`src/rtl/simd_status_ctrl.sv`:
```
// Per-channel instruction status controller: PS request edge -> decoder handshake -> sticky done/timeout flags + irq.
// Latency: request edge seen at edge N gives ins_valid/busy from N; done/timeout flags and irq from the completing edge.
// Backpressure: ins_valid holds until ins_ready; requests arriving while a channel is in ISSUE/BUSY are dropped.
module simd_status_ctrl #(
  parameter int NUM_CH    = 4,
  parameter int TIMEOUT_W = 16
) (
  input  logic                 clk,
  input  logic                 rstn,
  input  logic [TIMEOUT_W-1:0] timeout_cycles,
  input  logic [NUM_CH-1:0]    in_data_valid,
  output logic [NUM_CH-1:0]    out_data_valid,
  output logic [NUM_CH-1:0]    out_err,
  output logic [NUM_CH-1:0]    busy,
  output logic [NUM_CH-1:0]    ins_valid,
  input  logic [NUM_CH-1:0]    ins_ready,
  input  logic [NUM_CH-1:0]    ins_done,
  output logic                 irq
);

  typedef enum logic [2:0] {
    ST_IDLE  = 3'd0,
    ST_ISSUE = 3'd1,
    ST_BUSY  = 3'd2,
    ST_DONE  = 3'd3,
    ST_ERR   = 3'd4
  } state_t;

  localparam logic [TIMEOUT_W-1:0] CNT_MAX = '1;

  state_t               state     [NUM_CH];
  state_t               state_nxt [NUM_CH];
  logic [TIMEOUT_W-1:0] cnt       [NUM_CH];
  logic [TIMEOUT_W-1:0] cnt_nxt   [NUM_CH];
  logic [NUM_CH-1:0]    prev;
  logic [NUM_CH-1:0]    rise;
  logic                 armed;
  logic                 irq_nxt;

  // armed is low only for the first edge after reset, so a level already
  // high while in reset is absorbed into prev instead of looking like an edge.
  assign rise = in_data_valid & ~prev & {NUM_CH{armed}};

  // Next-state, watchdog counter and irq condition for every channel.
  always_comb begin
    irq_nxt = 1'b0;
    for (int i = 0; i < NUM_CH; i++) begin
      state_nxt[i] = state[i];
      cnt_nxt[i]   = cnt[i];
      case (state[i])
        ST_IDLE, ST_DONE, ST_ERR: begin
          if (rise[i]) state_nxt[i] = ST_ISSUE;
        end
        ST_ISSUE: begin
          if (ins_ready[i]) begin
            if (ins_done[i]) begin
              state_nxt[i] = ST_DONE;
            end else begin
              state_nxt[i] = ST_BUSY;
              cnt_nxt[i]   = '0;
            end
          end
        end
        ST_BUSY: begin
          if (ins_done[i]) begin
            state_nxt[i] = ST_DONE;
          end else if ((timeout_cycles != '0) &&
                       (cnt[i] == timeout_cycles - TIMEOUT_W'(1))) begin
            state_nxt[i] = ST_ERR;
          end else if (cnt[i] != CNT_MAX) begin
            cnt_nxt[i] = cnt[i] + TIMEOUT_W'(1);
          end
        end
        default: state_nxt[i] = ST_IDLE;
      endcase
      if (((state_nxt[i] == ST_DONE) || (state_nxt[i] == ST_ERR)) &&
          !((state[i] == ST_DONE) || (state[i] == ST_ERR))) begin
        irq_nxt = 1'b1;
      end
    end
  end

  // State, counters, edge-detect history and the irq pulse register.
  always_ff @(posedge clk or negedge rstn) begin
    if (!rstn) begin
      for (int i = 0; i < NUM_CH; i++) begin
        state[i] <= ST_IDLE;
        cnt[i]   <= '0;
      end
      prev  <= '0;
      armed <= 1'b0;
      irq   <= 1'b0;
    end else begin
      for (int i = 0; i < NUM_CH; i++) begin
        state[i] <= state_nxt[i];
        cnt[i]   <= cnt_nxt[i];
      end
      prev  <= in_data_valid;
      armed <= 1'b1;
      irq   <= irq_nxt;
    end
  end

  // Status outputs are pure decodes of the state flops.
  always_comb begin
    out_data_valid = '0;
    out_err        = '0;
    busy           = '0;
    ins_valid      = '0;
    for (int i = 0; i < NUM_CH; i++) begin
      out_data_valid[i] = (state[i] == ST_DONE);
      out_err[i]        = (state[i] == ST_ERR);
      ins_valid[i]      = (state[i] == ST_ISSUE);
      busy[i]           = (state[i] == ST_ISSUE) || (state[i] == ST_BUSY);
    end
  end

endmodule

```
`config.mk`:
```
export PLATFORM = sky130hd
export DESIGN_NAME = simd_status_ctrl
export DESIGN_NICKNAME = d
export VERILOG_FILES = /design/src/rtl/simd_status_ctrl.sv
export SDC_FILE = /design/constraint.sdc
export NUM_CORES = 1
export LEC_CHECK = 0
export ABC_AREA = 1
export ABC_CLOCK_PERIOD_IN_PS = 3400
export BUFFER_PORTS_ARGS = -buffer_cell sky130_fd_sc_hd__buf_4
export CORE_ASPECT_RATIO = 1.75
export CORE_MARGIN = 2
export CORE_UTILIZATION = 55
export DETAILED_ROUTE_END_ITERATION = 8
export PLACE_DENSITY_LB_ADDON = 0.08
export SYNTH_ARGS = -nofsm -noshare
export SYNTH_HDL_FRONTEND = slang
export SYNTH_SLANG_ARGS = --single-unit
```
`constraint.sdc`:
```
create_clock -name clk -period 3.4 [get_ports clk]
set_clock_uncertainty 0.05 [all_clocks]
set_input_delay 0 -clock clk [delete_from_list [all_inputs] [get_ports clk]]
set_output_delay 0 -clock clk [all_outputs]
set_load 0.02 [all_outputs]
```
# ---- Word level (Yosys, flattened, before mapping)
# Cells that the tools add are included.
dict set report word_totals {
  reg_bits 82
  latch_bits 0
  mem_bits_rw 0
  rom_bits 0
  input_bits 30
  output_inout_bits 17
  word_cells 164
  memories 0
}
dict set report op_classes {
  addsub 5
  multipliers 0
  n_div 0
  n_lt_le_gt_ge 0
  eq_ne 52
  n_shift 0
  mux 52
  n_bitwise 3
  reduce_logical 41
}
# op count
set ops {}
lappend ops {{2-to-1 mux 16 bit} 20}
lappend ops {{one-hot mux 16 bit (2 select lines)} 4}
lappend ops {{adder 16 x 1 -> 16 bit, second input constant} 4}
lappend ops {{equality test 16 bit} 4}
lappend ops {{inequality test 16 bit, second input constant} 4}
lappend ops {{2-to-1 mux 3 bit} 16}
lappend ops {{equality test 3 x 2 -> 1 bit, second input constant} 12}
lappend ops {{one-hot mux 3 bit (3 select lines)} 4}
lappend ops {{inequality test 2 bit, second input constant} 16}
lappend ops {{equality test 3 bit, second input constant} 8}
lappend ops {{AND reduction 6 bit} 4}
lappend ops {{nonzero test 16 bit} 1}
lappend ops {{subtractor 16 x 1 -> 16 bit, second input constant} 1}
lappend ops {{equality test 3 x 1 -> 1 bit, second input constant} 4}
lappend ops {{zero test 3 bit} 4}
lappend ops {{logical OR 1 bit} 12}
lappend ops {{OR reduction 3 bit} 4}
lappend ops {{bitwise AND 4 bit} 2}
lappend ops {{logical AND 1 bit} 8}
lappend ops {{2-to-1 mux 1 bit} 8}
lappend ops {{inequality test 2 x 1 -> 1 bit, second input constant} 4}
lappend ops {{nonzero test 2 bit} 4}
lappend ops {{zero test 1 bit} 4}
lappend ops {{inverter 4 bit} 1}

# ---- Depth between registers and ports, before layout
# Gate-level depths: netlist (run 1).
dict set report depth {
  ltp_word 13
  depth_mapped 21
  depth_no_buf 21
}

# ---- Worst setup path before layout (run 1)
# No wires, ideal clock.
dict set report synth_path {
  path_type {reg2reg}
  startpoint {reg state[11] (netlist bit)}
  endpoint {reg cnt[49] (netlist bit)}
  setup_ns 0.123
  t_arrival_ns 2.015
  t_required_ns 3.227
  setup_slack_ns 1.213
  stages_incl_launch_ff 10
  n_path_buf 2
  synth_period_minus_slack_ns 2.187
  path_cell_list {dfrtp_1 -> nor3_1 -> inv_1 -> o21ai_0 -> a41oi_1 -> and3_1 -> buf_6 -> buf_2 -> nand3_1 -> o21ai_1}
}
dict set report synth_between {
  elab_chain_cells 3
  word_cells_on_any_way 10
  cone_classes {eq/ne (7); mux (1); reduce/logical (2)}
}
# element line
set synth_rtl {}
lappend synth_rtl {{from (decl)} 31} ;# state_t state [NUM_CH];
lappend synth_rtl {{from (signal, indexed assignment)} 95} ;# state[i] <= state_nxt[i];
lappend synth_rtl {{equality test 3 x 1 -> 1 bit *} --}
lappend synth_rtl {{net ins_valid[0]} 15} ;# output logic [NUM_CH-1:0] ins_valid,
lappend synth_rtl {{inequality test 2 bit (no source line), or another cell as far along} --}
lappend synth_rtl {{AND reduction 6 bit (no source line)} --}
lappend synth_rtl {{to (signal, indexed assignment)} 96} ;# cnt[i] <= cnt_nxt[i];
lappend synth_rtl {{to (decl)} 33} ;# logic [TIMEOUT_W-1:0] cnt [NUM_CH];
# Mark *: on every way through the listed nets, which the timed path passes. The rest lies on a longest branch.
# A chain may end at the register's enable or synchronous reset.

# ---- Final worst setup path (run 1)
dict set report layout_path {
  startpoint {reg cnt[52] (netlist bit)}
  endpoint {reg cnt[50] (netlist bit)}
}
dict set report layout_between {
  elab_chain_cells 4
  word_cells_on_any_way 6
  cone_classes {eq/ne (4); reduce/logical (2)}
}
# element line
set layout_rtl {}
lappend layout_rtl {{equality test 16 bit} 68} ;# (cnt[i] == timeout_cycles - TIMEOUT_W'(1))) begin
lappend layout_rtl {{logical AND 1 bit} 67} ;# end else if ((timeout_cycles != '0) &&
lappend layout_rtl {{inequality test 2 bit (no source line)} --}
lappend layout_rtl {{AND reduction 6 bit (no source line) *} --}
# Mark *: on every way between the ends. The rest lies on a longest branch, timed or not.

==> results of run 1 <==
==> through the flow <==
| stage | hold slack (ns) | worst slack (ns) | area [um^2] | util (%) |
|---|---|---|---|---|
| after floorplan | -0.346 | 1.21 | 6900 | - |
| after global placement | 0.0689 | 0.580 | 7390 | 59.8 |
| after detailed placement | 0.0696 | 0.463 | 7390 | 59.8 |
| after CTS | 0.0137 | 0.767 | 7770 | 62.9 |
| after global routing | 0.0581 | 0.344 | 7770 | 62.9 |
| final | 0.0173 | 0.639 | 7770 | 62.9 |
==> placed cells by master, fill, tap and decap left out, drive strengths merged <==
cell type / synthesis / routed
and3: 2 / 2
o211ai: 2 / 2
inv: 158 / 159
xor2: 34 / 34
clkbuf: 3 / 9
o21ai: 38 / 38
o221a: 1 / 1
or2: 1 / 1
nand3b: 4 / 4
conb: 1 / 1
o31ai: 19 / 19
or3b: 1 / 1
dfrtp: 82 / 82
nand4: 23 / 23
a31oi: 1 / 1
xnor2: 3 / 3
nor2: 124 / 124
ha: 5 / 5
a21oi: 22 / 22
a41oi: 1 / 1
nand3: 141 / 141
dlygate4sd3: 0 / 10
nand2: 358 / 358
o22ai: 3 / 3
nor3: 47 / 47
clkinv: 1 / 5
clkinvlp: 0 / 2
and2: 1 / 1
o2111ai: 1 / 1
o21bai: 1 / 1
nor4: 13 / 13
buf: 12 / 52
a221oi: 1 / 1
==> area by class of cell <==
class                   instances  area share [%]
clock buffers                   9            2.90
clock inverters                 7           0.692
repair buffers                 62            6.31
flip-flops and latches         82            26.4
multi-input cells             848            53.3
inverters                     159            7.68
well taps                     168            2.70
==> flip-flops by register name (all words and copies together), names as in the netlist <==
signal	count
cnt	64
prev	4
state	12
irq	1
armed	1
==> worst paths after layout <==
check / start / endpoint / slack, ns / cells after the start
min: ins_ready[2] / state[3]$_DFF_PN0_ / 0.02 / 4
max in group asynchronous: rstn / cnt[56]$_DFFE_PN0P_ / 2.25 / 2
min in group asynchronous: rstn / cnt[33]$_DFFE_PN0P_ / 0.31 / 2
max reg2reg: cnt[52]$_DFFE_PN0P_ / cnt[50]$_DFFE_PN0P_ / 0.64 / 9
max: cnt[52]$_DFFE_PN0P_ / cnt[50]$_DFFE_PN0P_ / 0.64 / 9
min reg2reg: cnt[47]$_DFFE_PN0P_ / cnt[47]$_DFFE_PN0P_ / 0.51 / 2
==> where the power goes <==
part	total (mW)	leakage [nW]	internal (mW)	switching, mW
Sequential	1.34	1.10	1.13	0.215
Clock	0.944	0.133	0.500	0.444
Combinational	1.73	2.45	0.545	1.18
==> cell families (layout without fill, tap and decap cells) <==
group / Yosys count / in the layout
fa+ha+maj: 5 / 5
simple gates: 715 / 715
buf+inv: 174 / 237
flops: 82 / 82
compound gates: 90 / 90
xor+xnor: 37 / 37
other cells: 1 / 1
==> metal layers <==
metal / share of wire (%) / global-route usage (%)
met1: 36 / 41.2
met2: 51 / 60.1
met3: 5.4 / 5.36
met4: 7.9 / 25.1
met5: 0 / 0
==> synthesized netlist by cell type, types with 2 or more instances <==
cell / count / area share (%)
nand4_1: 23 / 2.1
o21ai_1: 14 / 1.0
o211ai_1: 2 / 0.22
nor4_1: 13 / 1.2
ha_1: 5 / 0.91
a21oi_1: 17 / 1.2
o21ai_0: 23 / 1.7
o31ai_1: 19 / 2.1
dfrtp_1: 82 / 30
a21oi_2: 5 / 0.63
buf_6: 5 / 0.82
buf_4: 3 / 0.33
xnor2_1: 3 / 0.38
o22ai_1: 3 / 0.27
clkbuf_1: 3 / 0.16
nand2_1: 343 / 19
xor2_1: 34 / 4.3
nor2_1: 113 / 6.1
and3_1: 2 / 0.18
nand3b_1: 4 / 0.43
inv_2: 6 / 0.33
inv_1: 152 / 8.3
nor2_4: 4 / 0.65
nand2_4: 3 / 0.49
buf_2: 4 / 0.29
nand3_2: 6 / 0.87
nor3_1: 46 / 3.3
nand2_2: 12 / 1.1
nor2_2: 6 / 0.54
nand3_1: 134 / 9.7
==> worst min-delay path, delay by kind of cell <==
family	cells	cell delay [ns]
buffers and inverters	2	0.17
AND/OR/NAND/NOR	1	0.11
AO/OA/AOI/OAI	1	0.09
==> impl_metrics.tcl, run 1 <==
set metrics [dict create \
    max_freq_mhz 362 \
    path_cells "inv_1, nor4_1, nand2_1, inv_1, a41oi_1, and3_1, nand3_1, nand2_1, a21oi_1" \
    async_flop_share_pct 100 \
    row_count 54 \
    grt-ovfl-total 0 \
    dieArea_mm2 0.0135 \
    cts_root_buf "clkbuf_16" \
    synth_area_per_cell_um2 6.25 \
    synth_xor_area_share_pct 4.69 \
    drive_above_1_share_pct 10.1 \
    cpPeakStageDelay_ns 0.95 \
    cp.required_ns 3.57 \
    synth_fa_ha_area_share_pct 0.906 \
    cp_top_family "simple AND/OR/NAND/NOR gates" \
    fillCellCount 1232 \
    grt_pass1_wl_um 37200 \
    regArea_mm2 0.00205 \
    route.antenna.remaining_nets 0 \
    grt_antenna_before_repair 0 \
    final_cells 1335 \
    finalCritPeriodShare_pct 81.2 \
    die_x_um 88.7 \
    core_mm2 0.0124 \
    routed_wl_um 23300 \
    synthMuxAreaShare_pct 0 \
    ys_ff_latch 82 \
    cts_tree "built" \
    cts_setup_buffers 0 \
    synthesis.nets 1139 \
    fin_setup_tns_ns 0 \
    ios 47 \
    leakagePower_nw 3.69 \
    route.detailed.drc 0 \
    critPathCaptureType "flip-flop" \
    grt_pass1_vias 7310 \
    die_h_um 152 \
    ys.flop_type "dfrtp_1" \
    cts_resized 0 \
    track_usage_pct 36.2 \
    status "finished, final reports clean" \
    cp-start-kind "flip-flop" \
    cts_buffers 9 \
    htreeDepth 3 \
    p_total_mw 4.02 \
    critPathArrivalTime_ns 2.94 \
    slowest_stage "and3_1" \
    dpl.hpwl_um 18400 \
    path_class "flip-flop to flip-flop" \
    synth_edf_count 0 \
    synth.distinct_cells 45 \
    synth_top_family_by_area "simple AND/OR/NAND/NOR gates" \
    nets 1197 \
    synth-warning-count 0 \
    hp-class "input port to flip-flop" \
    irDropWorstVdd_v 0.000473 \
    viasPerCell 5.71 \
    timing_hold_violations_final 0 \
    routedWlPerCell_um 17.5 \
    dp.cells 1309 \
    dr.pass1.iters 5 \
    max-cap-violations 0 \
    synthCells 1104 \
    clock_latency_ns 0.35 \
    grt_setup_unrepaired "false" \
    initial_core_util_pct 55.8 \
    clkTransAtPathRegs_ns 0.06 \
    relSlewSlack_pct 25.8 \
    diodes 0 \
    numPortBuffers 46 \
    drtIter0Drc 563 \
    cts_hold_buffers 10 \
    crit_fanout 32 \
    globalplace.congestion 1.00 \
    ys_seq_area_share_pct 29.7 \
    multi_input_comb_area_mm2 0.00415 \
    setup_viol_count_final 0 \
    syn_to_final_growth_pct 12.6 \
    post-route-min-period_ns 2.76 \
    cp_num_buf_inv 2 \
    drv_slew 0 \
    num_vias 7622 \
    synth.cell_area_mm2 0.00690 \
    worst_pin_slew_ns 1.11 \
    synth-simple-area-share_pct 46.4 \
    synth_compound_area_share_pct 8.03 \
    power_density_mw_per_mm2 517 \
    clockBufferDepth 2 \
    grt_max_degree 83 \
    cts.sinks 82 \
]
Note: power is estimated with default switching activity, not from simulation.
==> run 2, diff against run 1 <==
Settings changed: ABC_CLOCK_PERIOD_IN_PS 3400 to 2600.
Clock period 3.4 ns to 2.6 ns, I/O delays scaled along.
==> run 2 against run 1 <==
Power is 36% higher. Combinational power rose by 36%. Final cell count grew 1.1%. Sequential power is 31% higher. Global-route usage increased by 0.14 points. Die area unchanged. Critical endpoint is now cnt[46]$_DFFE_PN0P_. Largest cell class unchanged. Largest power group unchanged. Highest routed layer unchanged.
==> impl_metrics.tcl, run 2 (same netlist as run 1, synthesis figures left out) <==
set metrics [dict create \
    status "finished, final reports clean" \
    final_cells 1350 \
    path_cells "xnor2_1, nor2_1, nand3_1, nor2_1, nand3_1, nor2_1, nand2_1, nor2_1, nand3_2, nand2_4, inv_2, o21ai_0" \
    cp-start-kind "flip-flop" \
    cp.required_ns 2.78 \
    r2r-start "cnt[32]$_DFFE_PN0P_" \
    top_usage_layer "met2" \
    critPathCaptureType "flip-flop" \
    grt_use_met3_pct 6.07 \
    cts.sinks 82 \
    timing_hold_violations_final 0 \
    dieArea_mm2 0.0135 \
    cts_buffers 9 \
    critPathArrivalTime_ns 2.62 \
    syn_to_final_growth_pct 15.3 \
    slowest_stage "dfrtp_2" \
    die_h_um 152 \
    grt-ovfl-total 0 \
    grt_max_degree 83 \
    drtIter0Drc 704 \
    path_common_cell "nor2_1" \
    post-route-min-period_ns 2.43 \
    core_mm2 0.0124 \
    power_density_mw_per_mm2 688 \
    cts_tree "built" \
    worstHoldStart "ins_ready[2]" \
    ios 47 \
    routed_wl_um 23500 \
    track_usage_pct 36.4 \
    p_total_mw 5.48 \
    drive_above_1_share_pct 11.4 \
    top_regs "cnt (64), state (12), prev (4)" \
    dp.cells 1324 \
    relSlewSlack_pct 56.6 \
    htreeDepth 3 \
    cts_root_buf "clkbuf_16" \
    r2r_setup_slack_ns 0.17 \
    clockBufferDepth 2 \
    crit_fanout 22 \
    num_vias 7732 \
    min_path_cells 4 \
    dr.pass1.iters 8 \
    leakagePower_nw 3.80 \
    grt_antenna_before_repair 0 \
    globalplace.congestion 1.02 \
    dpl.hpwl_um 18400 \
    largest_register "cnt" \
    final_cell_mix "nand2_1 (343), inv_1 (152), nand3_1 (134)" \
    worst_pin_slew_ns 0.646 \
    viasPerCell 5.73 \
    final_common_cell "nand2_1" \
    cpPeakStageDelay_ns 0.48 \
    reg2reg_depth 12 \
    route.antenna.remaining_nets 0 \
    route.detailed.drc 0 \
    cts_setup_buffers 0 \
    diodes 0 \
    die_x_um 88.7 \
    holdWs_ns 0.00628 \
    grt_pass1_wl_um 37500 \
    max-cap-violations 0 \
    fin_setup_tns_ns 0 \
    finalCritPeriodShare_pct 93.6 \
    fillCellCount 1219 \
    grt_use_met1_pct 41.5 \
    max_freq_mhz 411 \
    gr-usage-met2_pct 59.9 \
    setup_viol_count_final 0 \
    grt_setup_unrepaired "false" \
    min_to "state[3]$_DFF_PN0_" \
    grt_pass1_vias 7445 \
    clkTransAtPathRegs_ns 0.07 \
    irDropWorstVdd_v 0.000549 \
    nets 1212 \
    r2r-end "cnt[46]$_DFFE_PN0P_" \
    largest_reg_flops 64 \
    hp-class "input port to flip-flop" \
    row_count 54 \
    numPortBuffers 46 \
    clock_latency_ns 0.35 \
    drv_slew 0 \
    routedWlPerCell_um 17.4 \
    initial_core_util_pct 55.8 \
    path_class "flip-flop to flip-flop" \
]
run 2: changes by cell type in the layout (fill, tap and decap cells not counted):
cell        change
buf_4          +12
buf_12          +3
clkinvlp_4      -2
dfrtp_1         -2
dfrtp_2         +2
bufinv_16       +1
clkbuf_8        +1
clkinv_2        -1
inv_6           +1
nand2_2         -1
nand2_4         +1
run 2: through the flow:
stage | cell area (um^2) | setup WS (ns) | utilization (%)
final | 7960 | 0.166 | 64.4
after floorplan | 6900 | 0.413 | -
after detailed placement | 7540 | -0.00993 | 61.0
after global placement | 7540 | 0.0499 | 61.0
after CTS | 7960 | 0.138 | 64.3
after global routing | 7960 | 0.0361 | 64.4
run 2: worst max path at each step:
stage / from / end / slack, ns / cells past startpoint
6_report: cnt[32]$_DFFE_PN0P_ / cnt[46]$_DFFE_PN0P_ / 0.17 / 12
5_1_grt: cnt[32]$_DFFE_PN0P_ / cnt[43]$_DFFE_PN0P_ / 0.04 / 14
4_1_cts: cnt[32]$_DFFE_PN0P_ / cnt[36]$_DFFE_PN0P_ / 0.14 / 14
3_5_place_dp: timeout_cycles[0] / cnt[35]$_DFFE_PN0P_ / -0.01 / 21
3_3_place_gp: timeout_cycles[0] / cnt[36]$_DFFE_PN0P_ / 0.05 / 21
2_1_floorplan: state[11]$_DFF_PN0_ / cnt[49]$_DFFE_PN0P_ / 0.41 / 9
run 2: what timing repair did:
item | 4_1_cts | 5_1_grt
gates resized for setup | 0 | 3
hold buffers | 10 | 0
endpoints found under the setup margin | 0 | 16
hold endpoints to repair | 93 | 0
run 2: final cells by class:
type                    instances  area [um^2]  area share [%]
well taps                     168          210            2.64
clock inverters                 6         72.6           0.911
clock buffers                  10          239            3.00
repair buffers                 77          641            8.04
inverters                     159          597            7.49
multi-input cells             848         4150            52.1
flip-flops and latches         82         2050            25.8
run 2: worst max-delay path, delay by kind of cell, from the launching register on:
family | cells | cell delay, ns
simple gates | 9 | 1.16
compound gates | 1 | 0.31
flops | 1 | 0.48
xor+xnor | 1 | 0.15
buf+inv | 1 | 0.17
run 2: routing by layer:
metal  part of all wire, %  routed length [um]  vias up
li1                      -                   -     3731
met1                    36                8540     3493
met2                    49               11600      365
met3                   6.2                1450      143
met4                   8.2                1940        0
met5                     0                   0        -
run 2: power by group:
group	internal (mW)	switching, mW	total (mW)
combinational	0.799	1.57	2.36
sequential	1.48	0.268	1.75
clock	0.783	0.585	1.37
total	3.06	2.42	5.48
==> run 3, diff against run 2 <==
Settings changed: ABC_CLOCK_PERIOD_IN_PS 2600 to 2300, CORE_UTILIZATION 55 to 35, TNS_END_PERCENT from default to 50.
Clock period 2.6 ns to 2.3 ns, I/O delays scaled along.
==> run 3 against run 2 <==
Via count rose by 0.85%. Global-route usage fell by 9.3 points. Combinational power rose by 29%. Core utilization fell by 19 points. Final area rose by 12%. Register-to-register slack got worse by 0.03 ns. Maximum frequency rose by 13%. Critical path type unchanged. Critical endpoint is now cnt[40]$_DFFE_PN0P_.
==> impl_metrics.tcl, run 3 (same netlist as run 1, synthesis figures left out) <==
set metrics [dict create \
    core_mm2 0.0196 \
    routed_wl_um 27100 \
    worstHoldStart "ins_ready[1]" \
    viasPerCell 5.10 \
    final_cells 1529 \
    setup_viol_count_final 0 \
    grt-ovfl-total 0 \
    globalplace.congestion 0.953 \
    cts_buffers 9 \
    cp-start-kind "flip-flop" \
    largest_reg_flops 64 \
    diodes 0 \
    initial_core_util_pct 35.3 \
    clock_latency_ns 0.36 \
    critPathArrivalTime_ns 2.34 \
    reg2reg_depth 14 \
    cts_root_buf "clkbuf_16" \
    r2r_setup_slack_ns 0.14 \
    power_density_mw_per_mm2 740 \
    num_vias 7798 \
    cp.required_ns 2.48 \
    cts_tree "built" \
    drive_above_1_share_pct 19.2 \
    leakagePower_nw 4.29 \
    status "finished, final reports clean" \
    drtIter0Drc 507 \
    htreeDepth 3 \
    syn_to_final_growth_pct 29.0 \
    dpl.hpwl_um 22200 \
    post-route-util_pct 45.5 \
    clockBufferDepth 2 \
    track_usage_pct 27.1 \
    grt_max_degree 48 \
    design_area_mm2 0.00890 \
    dieArea_mm2 0.0209 \
    max-cap-violations 0 \
    nets 1314 \
    crit_fanout 11 \
    multi_input_comb_area_mm2 0.00419 \
    p_total_mw 6.59 \
    placed_area_mm2 0.00843 \
    relSlewSlack_pct 63.0 \
    r2r-start "cnt[33]$_DFFE_PN0P_" \
    max_freq_mhz 463 \
    final_common_cell "nand2_1" \
    drv_slew 0 \
    min_path_cells 4 \
    grt_pass1_wl_um 42000 \
    hp-class "input port to flip-flop" \
    ios 47 \
    fillCellCount 2107 \
    grt_pass1_vias 7776 \
    post-route-min-period_ns 2.16 \
    holdWs_ns 0.0144 \
    timing_hold_violations_final 0 \
    numPortBuffers 46 \
    irDropWorstVdd_v 0.000635 \
    grt_antenna_before_repair 0 \
    critPathCaptureType "flip-flop" \
    path_class "flip-flop to flip-flop" \
    largest_register "cnt" \
    final_cell_mix "nand2_1 (342), buf_4 (162), inv_1 (151)" \
    cts.sinks 82 \
    regArea_mm2 0.00205 \
    route.antenna.remaining_nets 0 \
    dp.cells 1501 \
    routedWlPerCell_um 17.7 \
    dr.pass1.iters 6 \
    route.detailed.drc 0 \
    die_h_um 190 \
    finalCritPeriodShare_pct 94.0 \
    crit_start "cnt[33]$_DFFE_PN0P_" \
    die_x_um 110 \
    worst_pin_slew_ns 0.549 \
    row_count 68 \
    top_regs "cnt (64), state (12), prev (4)" \
    clkTransAtPathRegs_ns 0.07 \
]
-- run 3: changes by cell type in the layout (fill, tap and decap cells not counted), moves of 2 or more --
cell and delta:
buf_12 +3, buf_4 +98, o21ai_1 +2, nor2_2 +4, clkinvlp_4 +2, nor2_1 -5, o21ai_0 -2, nor3_1 -2
nor3_2 +2
-- run 3: report_power, final --
part	internal, mW	switching, mW
clock	0.864	0.730
combinational	1.16	1.89
sequential	1.67	0.270
total	3.70	2.89
-- run 3: area by class of cell --
type / count / area share (%)
clock buffers: 9 / 2.53
clock inverters: 7 / 0.955
inverters: 159 / 6.73
multi-input cells: 848 / 47.0
flip-flops and latches: 82 / 23.1
well taps: 245 / 3.44
repair buffers: 179 / 16.2
-- run 3: metal layers --
metal	vias to the layer above	wire, um	GRT usage (%)
met5	-	0	0
li1	3937	-	-
met2	187	14300	49.9
met4	0	1720	15.4
met1	3598	10200	29.1
met3	76	883	2.84
-- run 3: metrics by stage --
| step | worst slack (ns) | TNS, ns |
|---|---|---|
| 5_1_grt | -0.0467 | -0.236 |
| 6_report | 0.139 | 0 |
| 2_1_floorplan | 0.113 | 0 |
| 4_1_cts | 0.0167 | 0 |
| 3_5_place_dp | -0.278 | -9.35 |
| 3_3_place_gp | -0.243 | -8.90 |
-- run 3: repair_timing --
item,CTS,global route
resized for setup,0,18
buffers inserted,0,1
hold buffers,11,0
setup endpoints to repair,0,46
hold endpoints to repair,44,0
-- run 3: worst max-delay path, stage by stage, from the launching register on --
cell     delay (ns)
dfrtp_1        0.42
xnor2_1        0.14
nor2_1         0.10
nand3_1        0.11
nor2_4         0.15
nand3_1        0.09
nor2_2         0.12
nand2_1        0.08
nor2_2         0.19
nand3_2        0.11
nand2_4        0.09
inv_4          0.07
buf_4          0.16
nand4_1        0.06
o21ai_0        0.08
-- run 3: worst paths after layout --
check | to
worst min-delay path | state[6]$_DFF_PN0_
max in group asynchronous | irq$_DFF_PN0_
worst max register to register | cnt[40]$_DFFE_PN0P_
worst max-delay path | cnt[40]$_DFFE_PN0P_
worst min register to register | cnt[14]$_DFFE_PN0P_
min in group asynchronous | cnt[25]$_DFFE_PN0P_
